<file path="src/rtl/tx_frag_buffer_reader_if.sv">
// Buffer-side and fragment-side signals of tx_frag_buffer_reader.
// master = the reader block, slave = the buffer/downstream side.
interface tx_frag_buffer_reader_if #(
  parameter int BEAT_DW  = 8,
  parameter int DW_WIDTH = 32
);
  localparam int CW = $clog2(BEAT_DW) + 1;

  logic [DW_WIDTH-1:0]    data_out;
  logic                   empty_buffer;
  logic                   rd_en;
  logic [BEAT_DW*32-1:0]  frag_data;
  logic                   frag_valid;
  logic                   frag_ready;
  logic                   frag_sop;
  logic                   frag_eop;
  logic [CW-1:0]          frag_dw_cnt;

  modport master (
    input  data_out, empty_buffer, frag_ready,
    output rd_en, frag_data, frag_valid, frag_sop, frag_eop, frag_dw_cnt
  );

  modport slave (
    output data_out, empty_buffer, frag_ready,
    input  rd_en, frag_data, frag_valid, frag_sop, frag_eop, frag_dw_cnt
  );
endinterface

</file>
<file path="src/rtl/tx_frag_buffer_reader.sv">
// Pops TLP DWs from a show-ahead buffer and packs them into BEAT_DW-wide beats.
// Optional FRAG_ECRC_EN: a header with TD=1 carries one extra digest DW.
module tx_frag_buffer_reader #(
  parameter int BEAT_DW  = 8,
  parameter int DW_WIDTH = 32
) (
  input logic                     clk,
  input logic                     rst,
  tx_frag_buffer_reader_if.master bus
);
  localparam int IW = $clog2(BEAT_DW);
  localparam int CW = IW + 1;
  localparam logic [CW-1:0] CNT_FULL = CW'(BEAT_DW);

  typedef enum logic {S_HDR, S_BODY} state_e;
  typedef logic [BEAT_DW-1:0][DW_WIDTH-1:0] beat_t;

  state_e        state_q, state_d;
  logic [10:0]   rem_q, rem_d;
  beat_t         asm_q, asm_d;
  logic [CW-1:0] asm_cnt_q, asm_cnt_d;
  logic          asm_closed_q, asm_closed_d;
  logic          asm_sop_q, asm_sop_d;
  logic          asm_eop_q, asm_eop_d;
  beat_t         out_data_q, out_data_d;
  logic          out_valid_q, out_valid_d;
  logic          out_sop_q, out_sop_d;
  logic          out_eop_q, out_eop_d;
  logic [CW-1:0] out_cnt_q, out_cnt_d;

  logic          out_free, xfer, rd_en, last_dw;
  logic [IW-1:0] slot;
  logic [10:0]   data_dw, hdr_total;

  // TLP length in DWs from the header DW currently at the buffer head
  always_comb begin
    data_dw = 11'd0;
    if (bus.data_out[30])
      data_dw = (bus.data_out[9:0] == 10'd0) ? 11'd1024 : {1'b0, bus.data_out[9:0]};
    hdr_total = (bus.data_out[29] ? 11'd4 : 11'd3) + data_dw;
`ifdef FRAG_ECRC_EN
    hdr_total = hdr_total + {10'd0, bus.data_out[15]};
`endif
  end

  always_comb begin
    state_d      = state_q;
    rem_d        = rem_q;
    asm_d        = asm_q;
    asm_cnt_d    = asm_cnt_q;
    asm_closed_d = asm_closed_q;
    asm_sop_d    = asm_sop_q;
    asm_eop_d    = asm_eop_q;
    out_data_d   = out_data_q;
    out_valid_d  = out_valid_q;
    out_sop_d    = out_sop_q;
    out_eop_d    = out_eop_q;
    out_cnt_d    = out_cnt_q;
    last_dw      = 1'b0;
    slot         = '0;

    out_free = !out_valid_q || bus.frag_ready;
    xfer     = asm_closed_q && out_free;
    // A closed beat leaving this cycle frees slot 0, so packing continues without a bubble
    rd_en    = !rst && !bus.empty_buffer && (!asm_closed_q || out_free);

    if (out_valid_q && bus.frag_ready) out_valid_d = 1'b0;

    if (xfer) begin
      out_data_d   = asm_q;
      out_valid_d  = 1'b1;
      out_sop_d    = asm_sop_q;
      out_eop_d    = asm_eop_q;
      out_cnt_d    = asm_cnt_q;
      asm_d        = '0;
      asm_cnt_d    = '0;
      asm_closed_d = 1'b0;
      asm_sop_d    = 1'b0;
      asm_eop_d    = 1'b0;
    end

    if (rd_en) begin
      slot        = asm_cnt_d[IW-1:0];
      asm_d[slot] = bus.data_out;
      asm_cnt_d   = asm_cnt_d + CW'(1);
      unique case (state_q)
        S_HDR: begin
          asm_sop_d = 1'b1;
          rem_d     = hdr_total - 11'd1;
          state_d   = S_BODY;
        end
        S_BODY: begin
          rem_d = rem_q - 11'd1;
          if (rem_q == 11'd1) begin
            last_dw = 1'b1;
            state_d = S_HDR;
          end
        end
        default: state_d = S_HDR;
      endcase
      asm_eop_d = last_dw;
      if (last_dw || asm_cnt_d == CNT_FULL) asm_closed_d = 1'b1;
    end
  end

  always_ff @(posedge clk) begin
    if (rst) begin
      state_q      <= S_HDR;
      rem_q        <= '0;
      asm_q        <= '0;
      asm_cnt_q    <= '0;
      asm_closed_q <= 1'b0;
      asm_sop_q    <= 1'b0;
      asm_eop_q    <= 1'b0;
      out_data_q   <= '0;
      out_valid_q  <= 1'b0;
      out_sop_q    <= 1'b0;
      out_eop_q    <= 1'b0;
      out_cnt_q    <= '0;
    end else begin
      state_q      <= state_d;
      rem_q        <= rem_d;
      asm_q        <= asm_d;
      asm_cnt_q    <= asm_cnt_d;
      asm_closed_q <= asm_closed_d;
      asm_sop_q    <= asm_sop_d;
      asm_eop_q    <= asm_eop_d;
      out_data_q   <= out_data_d;
      out_valid_q  <= out_valid_d;
      out_sop_q    <= out_sop_d;
      out_eop_q    <= out_eop_d;
      out_cnt_q    <= out_cnt_d;
    end
  end

  assign bus.rd_en       = rd_en;
  assign bus.frag_data   = out_data_q;
  assign bus.frag_valid  = out_valid_q;
  assign bus.frag_sop    = out_sop_q;
  assign bus.frag_eop    = out_eop_q;
  assign bus.frag_dw_cnt = out_cnt_q;
endmodule

</file>
<file path="src/flat_wrapper.sv">
// flat-port wrapper written by rule: the top's interface ports become plain ports
module tx_frag_buffer_reader_flat 
#(
  parameter int BEAT_DW  = 8,
  parameter int DW_WIDTH = 32
)
  (clk, rst, bus_data_out, bus_empty_buffer, bus_frag_ready, bus_rd_en, bus_frag_data, bus_frag_valid, bus_frag_sop, bus_frag_eop, bus_frag_dw_cnt);
  tx_frag_buffer_reader_if #(.BEAT_DW(BEAT_DW), .DW_WIDTH(DW_WIDTH)) bus_i ();
  input logic clk;
  input logic rst;
  input wire logic [$bits(bus_i.data_out)-1:0] bus_data_out;
  input wire logic [$bits(bus_i.empty_buffer)-1:0] bus_empty_buffer;
  input wire logic [$bits(bus_i.frag_ready)-1:0] bus_frag_ready;
  output wire logic [$bits(bus_i.rd_en)-1:0] bus_rd_en;
  output wire logic [$bits(bus_i.frag_data)-1:0] bus_frag_data;
  output wire logic [$bits(bus_i.frag_valid)-1:0] bus_frag_valid;
  output wire logic [$bits(bus_i.frag_sop)-1:0] bus_frag_sop;
  output wire logic [$bits(bus_i.frag_eop)-1:0] bus_frag_eop;
  output wire logic [$bits(bus_i.frag_dw_cnt)-1:0] bus_frag_dw_cnt;
  assign bus_i.data_out = bus_data_out;
  assign bus_i.empty_buffer = bus_empty_buffer;
  assign bus_i.frag_ready = bus_frag_ready;
  assign bus_rd_en = bus_i.rd_en;
  assign bus_frag_data = bus_i.frag_data;
  assign bus_frag_valid = bus_i.frag_valid;
  assign bus_frag_sop = bus_i.frag_sop;
  assign bus_frag_eop = bus_i.frag_eop;
  assign bus_frag_dw_cnt = bus_i.frag_dw_cnt;
  tx_frag_buffer_reader #(.BEAT_DW(BEAT_DW), .DW_WIDTH(DW_WIDTH)) u_core (.clk(clk), .rst(rst), .bus(bus_i));
endmodule
</file>
<file path="config.mk">
export PLATFORM = sky130hd
export DESIGN_NAME = tx_frag_buffer_reader_flat
export DESIGN_NICKNAME = d
export VERILOG_FILES = /design/src/rtl/tx_frag_buffer_reader_if.sv /design/src/rtl/tx_frag_buffer_reader.sv /design/src/flat_wrapper.sv
export SDC_FILE = /design/constraint.sdc
export NUM_CORES = 1
export LEC_CHECK = 0
export CAP_MARGIN = 20
export CORE_MARGIN = 3
export CORE_UTILIZATION = 52
export DETAILED_ROUTE_END_ITERATION = 12
export PLACE_DENSITY = 0.74
export SLEW_MARGIN = 20
export SYNTH_ARGS = -nofsm -noshare
export SYNTH_HDL_FRONTEND = slang
export SYNTH_SLANG_ARGS = --single-unit
</file>
<file path="constraint.sdc">
create_clock -name clk -period 3.89 [get_ports clk]
set_clock_uncertainty 0.1 [all_clocks]
set_input_delay 0.389 -clock clk [delete_from_list [all_inputs] [get_ports clk]]
set_output_delay 0.389 -clock clk [all_outputs]
set_load 0.03 [all_outputs]
</file>
==> impl_metrics.tcl <==
set metrics [dict create \
    outcome "finished clean" \
    slew_headroom 0.2518 \
    ir_drop_uv 335.4 \
    post_cts.repair.setup_buffers 0 \
    crit_fanout 12 \
    final.setup.tns_ns 0 \
    root_buffer "clkbuf_16" \
    place_area_um2 23220 \
    clkTransAtPathRegs_ns 0.06 \
    setup_viol 0 \
    rsz0062_at_grt "false" \
    clock_tree.buffer_depth 3 \
    area_growth_pct 22.89 \
    ys_types 60 \
    ios 300 \
    grt_pass1_wl_mm 97.15 \
    die_w_um 204.0 \
    cts_buffers 52 \
    path_cells "and3b_1, nor3_4, clkdlybuf4s50_1" \
    worst_skew_pair.late_latency_ns 0.60 \
    cp_data_arrival_time_ns 2.62 \
    grt_usage 0.2982 \
    cts_tree "yes" \
    vias_per_cell 5.654 \
    initial_core_util 0.5348 \
    drc 0 \
    final_antenna_net_count 0 \
    num_rows 71 \
    hold_ws_ns 0.2696 \
    antenna_found_initial 0 \
    fp.dieH_um 204.0 \
    synth_nets 2633 \
    grt_pass1_vias 16881 \
    hp-class "in2reg" \
    cts.sinks 538 \
    cap_violations 0 \
    dr_total_vias 18546 \
    fp.coreArea_um2 38110 \
    drive_above_1_share 0.04912 \
    netlist_instances 2581 \
    post_cts_resized 0 \
    fin_area_um2 25040 \
    gp_congestion 0.8113 \
    yosys_warnings 0 \
    max_freq_mhz 321.4 \
    n_antenna_cell 0 \
    post-place-ws_ns 0.3516 \
    grt_max_degree 211 \
    synth_area_um2 20380 \
    slew_viol_final 0 \
    cp_slowest_cell "clkdlybuf4s50_1" \
    ys.flop_type "dfxtp_1" \
    avgSynthCellArea_um2 7.896 \
    yosysSeqAreaShare 0.5285 \
    fin_nets 2779 \
    crit_type "reg2out" \
    ys_async_sr_fraction 0 \
    drt-pass1-iter-count 6 \
    totalWireLength_mm 64.73 \
    finalWorstSetupSlack_ns 0.7785 \
    drt_iter0_drc 1755 \
    io_buffer_count 299 \
    avgRoutedWirePerCell_um 19.74 \
    die-area_um2 41600 \
    hold_viol 0 \
    gr-total-overflow 0 \
    endpoint_kind "output pin" \
    htree_levels 2 \
    p_leak_nw 8.200 \
    ys_ff_latch 538 \
    hpwl_mm 38.65 \
    finalCritPeriodShare 0.7999 \
    required_ns 3.40 \
    period_minus_slack_ns 3.111 \
    start_kind "flip-flop" \
    synth_edf_count 0 \
    num-fill-cells 3206 \
    max_stage_delay_ns 0.79 \
    ctsHoldBuffers 0 \
    tightestPinTransition_ns 1.119 \
    power.density_nw_per_um2 460.6 \
]
[cells in the final DEF, fill, tap and decap left out, types with 4 or more instances in the layout]
| cell type | netlist | layout |
|---|---|---|
| a211oi_1 | 36 | 36 |
| a21o_1 | 4 | 4 |
| a21oi_1 | 535 | 535 |
| and2_1 | 11 | 11 |
| and3_1 | 4 | 4 |
| buf_12 | 0 | 7 |
| buf_4 | 35 | 31 |
| bufinv_16 | 0 | 7 |
| clkbuf_1 | 98 | 14 |
| clkbuf_16 | 0 | 53 |
| clkbuf_8 | 0 | 12 |
| clkdlybuf4s50_1 | 0 | 298 |
| clkinv_2 | 0 | 6 |
| dfxtp_1 | 538 | 538 |
| ha_1 | 15 | 15 |
| inv_1 | 47 | 47 |
| nand2_1 | 778 | 777 |
| nand3_1 | 233 | 233 |
| nand3b_1 | 4 | 4 |
| nor2_1 | 43 | 43 |
| nor2b_1 | 4 | 4 |
| nor3_1 | 6 | 5 |
| o21a_1 | 4 | 4 |
| o21ai_0 | 14 | 14 |
[cell usage after synthesis (4+ instances only)]
master / number / share of area
nand2_1: 778 / 0.14
dfxtp_1: 538 / 0.53
a21oi_1: 535 / 0.13
nand3_1: 233 / 0.057
clkbuf_1: 98 / 0.018
buf_2: 85 / 0.021
inv_1: 47 / 0.0087
nor2_1: 43 / 0.0079
a211oi_1: 36 / 0.013
buf_4: 35 / 0.013
buf_1: 23 / 0.0042
ha_1: 15 / 0.0092
o21ai_0: 14 / 0.0034
and2_1: 11 / 0.0034
buf_6: 6 / 0.0033
nor3_1: 6 / 0.0015
a21o_1: 4 / 0.0015
and3_1: 4 / 0.0012
nand3b_1: 4 / 0.0015
nor2b_1: 4 / 0.0012
o21a_1: 4 / 0.0015
[cell type report]
type	instances	area, um2	share of cell area
inverter	48	180.2	0.007194
tap	511	639.4	0.02553
sequential	538	10770	0.4301
clock buffer	79	1544	0.06165
multi-input combinational	1748	8243	0.3291
clock inverter	17	274.0	0.01094
timing repair buffer	339	3393	0.1355
[where the power goes]
part	internal, mW	total, mW	leakage (nW)	switching (mW)
clock network	3.20	5.35	0.892	2.14
registers	5.56	5.60	4.34	0.0469
logic	0.170	0.585	2.97	0.415
[worst max-delay path, delay by kind of cell (launching register included)]
kind,cells,cell delay [ns]
buf+inv,1,0.79
flops,1,0.51
simple gates,2,0.73
[per-stage QoR]
| stage | power (mW) | std cells | utilization |
|---|---|---|---|
| detailed placement | 6.302 | 3184 | 0.6092 |
| global route | 11.85 | 3280 | 0.6571 |
| finish | 11.54 | 3280 | 0.6571 |
| floorplan | 6.082 | 2581 | - |
| CTS | 11.58 | 3280 | 0.6569 |
| global placement | 6.287 | 3184 | 0.6092 |
[final timing paths]
| check | from | endpoint | slack [ns] | cells after the start |
|---|---|---|---|---|
| worst max register to register | u_core.asm_closed_q$_SDFF_PP0_ | u_core.rem_q[10]$_SDFFE_PP0P_ | 1.29 | 5 |
| worst min register to register | u_core.asm_q[13]$_SDFF_PP0_ | u_core.bus.frag_data[13]$_SDFFE_PP0P_ | 0.34 | 2 |
| worst min-delay path | rst | u_core.asm_q[249]$_SDFF_PP0_ | 0.27 | 2 |
| worst max-delay path | u_core.asm_closed_q$_SDFF_PP0_ | bus_rd_en | 0.78 | 3 |
[kinds of logic (layout without fill, tap and decap cells)]
group | after synthesis | in the layout | synth area share
xor+xnor | 5 | 5 | 0.002149
compound gates | 614 | 614 | 0.1598
simple gates | 1111 | 1111 | 0.2301
fa+ha+maj | 16 | 16 | 0.01019
buf+inv | 295 | 483 | 0.06821
flops | 538 | 538 | 0.5285
mux | 2 | 2 | 0.001044
[layer usage]
layer  wire (um)  GRT usage  vias up
met5           0          0        -
li1            -          -     8822
met2       31030     0.4971      729
met4        2929     0.1315        0
met1       25560     0.3789     8848
met3        5207    0.05606      147
[registers in the layout, indices dropped and copies added (netlist names)]
signal                  count
u_core.asm_sop_q            1
u_core.bus.frag_data      256
u_core.asm_cnt_q            4
u_core.rem_q               11
u_core.bus.frag_dw_cnt      4
u_core.bus.frag_valid       1
u_core.bus.frag_sop         1
u_core.asm_eop_q            1
u_core.asm_q              256
u_core.state_q              1
u_core.bus.frag_eop         1
u_core.asm_closed_q         1
No activity file was read; power rests on OpenSTA's default activity.
